[config.mk]
export PLATFORM = sky130hd
export DESIGN_NAME = pipeline_control
export DESIGN_NICKNAME = d
export VERILOG_FILES = /design/src/rtl/pipeline_control.sv
export SDC_FILE = /design/constraint.sdc
export NUM_CORES = 1
export LEC_CHECK = 0
export ABC_AREA = 0
export BUFFER_PORTS_ARGS = -buffer_cell sky130_fd_sc_hd__buf_4
export CORE_ASPECT_RATIO = 0.75
export CORE_UTILIZATION = 52
export CTS_CLUSTER_SIZE = 8
export DETAILED_ROUTE_END_ITERATION = 8
export GPL_ROUTABILITY_DRIVEN = 0
export GPL_TIMING_DRIVEN = 0
export HOLD_SLACK_MARGIN = 0.03
export PLACE_DENSITY = 0.79
export SLEW_MARGIN = 10
export SYNTH_ARGS = -nofsm -noshare
export SYNTH_HDL_FRONTEND = slang
export SYNTH_SLANG_ARGS = --single-unit
[constraint.sdc]
create_clock -name clock -period 2.4 [get_ports clock]
set_input_delay 0.12 -clock clock [delete_from_list [all_inputs] [get_ports clock]]
set_output_delay 0.12 -clock clock [all_outputs]
set_load 0.02 [all_outputs]
[src/rtl/pipeline_control.sv]
// Pipeline sequencer: drives load enables and flushes for IF/ID, ID/EX, EX/MEM, MEM/WB
// and the PC. Handles load-use stalls, branch flushes, memory freezes, drain and halt.
module pipeline_control #(
  parameter int DRAIN_CYCLES = 3,
  parameter int MEM_TIMEOUT  = 64
) (
  input  logic        clock,
  input  logic        resetN,
  input  logic        idExMemRead,
  input  logic [4:0]  idExRt,
  input  logic [4:0]  ifIdRs,
  input  logic [4:0]  ifIdRt,
  input  logic        ifIdUsesRt,
  input  logic        branchTaken,
  input  logic        memReq,
  input  logic        memReady,
  input  logic        haltReq,
  input  logic        resume,
  output logic        pcWrite,
  output logic        ifIdWrite,
  output logic        ifIdFlush,
  output logic        idExWrite,
  output logic        idExFlush,
  output logic        exMemWrite,
  output logic        memWbFlush,
  output logic        halted,
  output logic        memTimeout,
  output logic [15:0] stallCount
);

  typedef enum logic [1:0] {RUN, MEM_WAIT, DRAIN, HALTED} state_t;

  localparam logic [3:0] DRAIN_LAST  = 4'(DRAIN_CYCLES - 1);
  localparam logic [7:0] TIMEOUT_CNT = 8'(MEM_TIMEOUT);

  state_t      state_reg, state_next;
  logic        ret_drain_reg, ret_drain_next;
  logic [3:0]  drain_cnt_reg, drain_cnt_next;
  logic [7:0]  wait_cnt_reg, wait_cnt_next;
  logic        timeout_reg, timeout_next;
  logic        halted_reg;
  logic [15:0] stall_cnt_reg;

  logic freeze, load_use, in_drain;
  logic pc_write_c, if_id_write_c, if_id_flush_c, id_ex_write_c;
  logic id_ex_flush_c, ex_mem_write_c, mem_wb_flush_c;

  assign freeze   = memReq && !memReady && (state_reg != HALTED);
  assign load_use = idExMemRead && (idExRt != 5'd0) &&
                    ((idExRt == ifIdRs) || (ifIdUsesRt && (idExRt == ifIdRt)));
  // A MEM_WAIT entered from DRAIN keeps draining once the access completes
  assign in_drain = (state_reg == DRAIN) || ((state_reg == MEM_WAIT) && ret_drain_reg);

  always_comb begin
    state_next     = state_reg;
    ret_drain_next = ret_drain_reg;
    drain_cnt_next = drain_cnt_reg;
    wait_cnt_next  = wait_cnt_reg;
    timeout_next   = timeout_reg;
    pc_write_c     = 1'b0;
    if_id_write_c  = 1'b0;
    if_id_flush_c  = 1'b0;
    id_ex_write_c  = 1'b0;
    id_ex_flush_c  = 1'b0;
    ex_mem_write_c = 1'b0;
    mem_wb_flush_c = 1'b0;

    if (state_reg == HALTED) begin
      if (resume) state_next = RUN;
    end else if (freeze) begin
      mem_wb_flush_c = 1'b1;
      if (wait_cnt_reg != 8'hFF) wait_cnt_next = wait_cnt_reg + 8'd1;
      if (wait_cnt_next >= TIMEOUT_CNT) timeout_next = 1'b1;
      if (state_reg == RUN) begin
        state_next     = MEM_WAIT;
        ret_drain_next = 1'b0;
      end
    end else begin
      wait_cnt_next  = 8'd0;
      pc_write_c     = 1'b1;
      if_id_write_c  = 1'b1;
      id_ex_write_c  = 1'b1;
      ex_mem_write_c = 1'b1;
      if (branchTaken) begin
        if_id_flush_c = 1'b1;
        id_ex_flush_c = 1'b1;
        pc_write_c    = !in_drain;
      end else if (load_use || in_drain) begin
        pc_write_c    = 1'b0;
        if_id_write_c = 1'b0;
        id_ex_flush_c = 1'b1;
      end

      if (in_drain) begin
        drain_cnt_next = drain_cnt_reg + 4'd1;
        state_next     = (drain_cnt_reg == DRAIN_LAST) ? HALTED : DRAIN;
      end else if (haltReq) begin
        drain_cnt_next = 4'd0;
        state_next     = DRAIN;
      end else begin
        state_next = RUN;
      end
    end
  end

  always_ff @(posedge clock or negedge resetN) begin
    if (!resetN) begin
      state_reg     <= RUN;
      ret_drain_reg <= 1'b0;
      drain_cnt_reg <= 4'd0;
      wait_cnt_reg  <= 8'd0;
      timeout_reg   <= 1'b0;
      halted_reg    <= 1'b0;
      stall_cnt_reg <= 16'd0;
    end else begin
      state_reg     <= state_next;
      ret_drain_reg <= ret_drain_next;
      drain_cnt_reg <= drain_cnt_next;
      wait_cnt_reg  <= wait_cnt_next;
      timeout_reg   <= timeout_next;
      halted_reg    <= (state_next == HALTED);
      if ((state_reg != HALTED) && !pc_write_c && (stall_cnt_reg != 16'hFFFF))
        stall_cnt_reg <= stall_cnt_reg + 16'd1;
    end
  end

  // Strobes are forced inactive for as long as reset is held
  assign pcWrite    = pc_write_c     && resetN;
  assign ifIdWrite  = if_id_write_c  && resetN;
  assign ifIdFlush  = if_id_flush_c  && resetN;
  assign idExWrite  = id_ex_write_c  && resetN;
  assign idExFlush  = id_ex_flush_c  && resetN;
  assign exMemWrite = ex_mem_write_c && resetN;
  assign memWbFlush = mem_wb_flush_c && resetN;
  assign halted     = halted_reg;
  assign memTimeout = timeout_reg;
  assign stallCount = stall_cnt_reg;

endmodule

==> results.toml <==
[grt]
use_met1_pct = 32.57
grt_use_met3_pct = 5.905
grt_overflow = 0
gr-usage-met2_pct = 36.06
grt_pass1_wl_um = 6582
antenna_found_initial = 0
grt_pass1_vias = 1406
busiest_layer = "met2"
grt_max_degree = 36
grt_usage_pct = 23.25

[job]
drv_cap = 0

[final_layout]
fin_nets = 270
layout-drive-gt1-share_pct = 26.75
mostFrequentLayoutCells = "49 x buf_4, 32 x dfrtp_1, 17 x nor2_1"
fillers = 260
largest_reg_flops = 16
diodes = 0
area_growth_pct = 30.80
final_common_cell = "buf_4"
fin_area_um2 = 2365

[placed_design]
place_ws_ns = 0.2139
placedInstanceArea_um2 = 2218
dp_hpwl_um = 2928
portBuffers = 48

[power]
total_power_mw = 2.217
clock_power_share_pct = 25.5
p_int_mw = 1.426
power_frac_comb_pct = 37.5
peakVddDrop_uv = 519.8
power_switching_mw = 0.7908
p_per_area_nw_per_um2 = 937.4
seqPwrFrac_pct = 37.0
sw_frac_of_total_pct = 35.67
leakagePower_nw = 1.108

[detailed_routing]
wl_um = 4036
wl_per_cell_um = 14.26
dr.first_iter.drc_count = 138
drc_errors = 0
drtAntennaViolNets = 0
vias = 1534
vias_per_cell = 5.420
drt-pass1-iter-count = 4

[sta]
clock_skew_ns = 0.007632
tightest_slew_ns = 0.5791
hold_viol = 0
slew_viol_final = 0
whs_ns = 0.1238
setup-tns-final_ns = 0
fin_crit_sh_pct = 93.26
setup_slack_ns = 0.1618
fmax_mhz = 446.8
post-route-min-period_ns = 2.238
setup_violations = 0
max_slew_margin_pct = 61.22
rsz0062_at_grt = "false"

[logic_synthesis]
synthDistinctLibCells = 41
ys_ff_latch = 32
yosysWarnings = 0
synth_enable_flop_cells = 0
synth_ff_type = "dfrtp_1"
postSynthAreaPerCell_um2 = 9.773
syn_inst = 185
synth.cell_area_um2 = 1808
syn_nets = 213
synthArstFlopShare_pct = 100.0
seq_area_frac_synth_pct = 44.29

[worst_hold_path]
hp-class = "input pin to flop"

[floorplan]
top_level_ports = 49
start_util_pct = 54.61
dieArea_um2 = 3719
die_w_um = 70.09
die_h_um = 53.07
placementRows = 18
core_um2 = 3311

[setup_path]
start_kind = "flop"
cp_slowest_cell = "dfrtp_1"
critical_path_arrival_ns = 2.41
cp_num_buf_inv = 1
cpMostUsedCell = "and3_1"
crit_chain = "ha_1, and3_1, and3_1, and2_1, a31oi_2, buf_2, nand4_1, xnor2_1"
cp_top_family = "simple AND/OR/NAND/NOR gates"
cp_slowest_stage_delay_ns = 0.43
path_class = "flop to flop"
critPathRequiredTime_ns = 2.57
crit_fanout = 10
endpoint_kind = "flop"

[cts]
htreeDepth = 2
clock_path_buffers = 2
numCtsBuffers = 5
path_clk_slew_ns = 0.07
holdBufCountCts = 2
cts_resized = 0
clock_sinks = 32
cts_tree = "yes"
clkLatencyLatePin_ns = 0.28
cts_root_buffer = "clkbuf_8"
post_cts_buffers = 0

[outcome]
status = "completed"
==> through the flow <==
stage | instances | util, %
finish | 283 | 71.43
CTS | 283 | 71.43
floorplan | 185 | -
global route | 283 | 71.43
detailed placement | 273 | 67.01
global placement | 273 | 67.01
==> logic make-up (layout without fill, tap and decap cells) <==
logic type                 Yosys count  count (layout)  share of synthesized area [%]
and+or+nand+nor                     77              77                          21.80
AOI/OAI and AO/OA                   32              32                          13.01
DFF                                 32              32                          44.29
xor gates and xnor gates            29              29                          14.05
buffers and inverters                8              66                          2.353
adders and majority gates            4               4                          2.768
muxes                                3               3                          1.730
==> path summary, 6_finish.rpt <==
kind	startpoint	endpoint	slack, ns	cells past startpoint
max	stallCount[0]	stallCount[13]	0.16	8
min in group asynchronous	resetN	stallCount[2]	0.31	2
min	haltReq	state_reg[1]	0.12	3
min reg2reg	memTimeout	memTimeout	0.49	1
max in group asynchronous	resetN	wait_cnt_reg[7]	1.77	2
max reg2reg	stallCount[0]	stallCount[13]	0.16	8
==> area by class of cell <==
cell class,count,area [um^2],area share (%)
Multi-Input combinational cell,145,964.7,40.79
Sequential cell,32,800.8,33.86
Timing Repair Buffer,50,380.4,16.08
Clock buffer,7,96.34,4.074
Tap cell,40,50.05,2.116
Buffer,5,31.28,1.323
Clock inverter,1,30.03,1.270
Inverter,3,11.26,0.4762
==> power by group through the flow <==
stage                     Clock, mW  Combinational (mW)  Sequential [mW]
after floorplan                   0               0.469            0.874
after global placement            0               0.804            0.814
after detailed placement          0               0.830            0.819
after CTS                     0.577               0.836            0.814
after global routing          0.596               0.906            0.837
final                         0.566               0.832            0.820
==> worst register-to-register path, cell delays in order, from the launching register on <==
cell	delay (ns)
dfrtp_1	0.43
ha_1	0.24
and3_1	0.20
and3_1	0.20
and2_1	0.23
a31oi_2	0.28
buf_2	0.25
nand4_1	0.15
xnor2_1	0.15
==> cell usage after synthesis, types with 2 or more instances <==
| cell type | count | share of area (%) |
|---|---|---|
| mux2i_1 | 2 | 1.1 |
| nand2_1 | 12 | 2.5 |
| or2_2 | 2 | 0.69 |
| nand4_1 | 9 | 3.1 |
| o21ai_0 | 5 | 1.4 |
| xnor2_1 | 16 | 7.8 |
| inv_1 | 3 | 0.62 |
| dfrtp_1 | 32 | 44 |
| xor2_1 | 13 | 6.3 |
| a21oi_1 | 8 | 2.2 |
| a21boi_0 | 2 | 0.83 |
| nand3_1 | 14 | 3.9 |
| and3_1 | 10 | 3.5 |
| clkbuf_1 | 2 | 0.42 |
| nor2_1 | 17 | 3.5 |
| nor3_1 | 2 | 0.55 |
| and2_1 | 4 | 1.4 |
| o21bai_1 | 3 | 1.2 |
| ha_1 | 4 | 2.8 |
| a22o_1 | 4 | 1.9 |
==> routing by layer <==
| layer | wire length, um | vias up |
|---|---|---|
| met4 | 12 | 0 |
| met3 | 167 | 2 |
| met2 | 1809 | 37 |
| met5 | 0 | - |
| li1 | - | 772 |
| met1 | 2046 | 723 |
(Power assumes the default switching activity.)
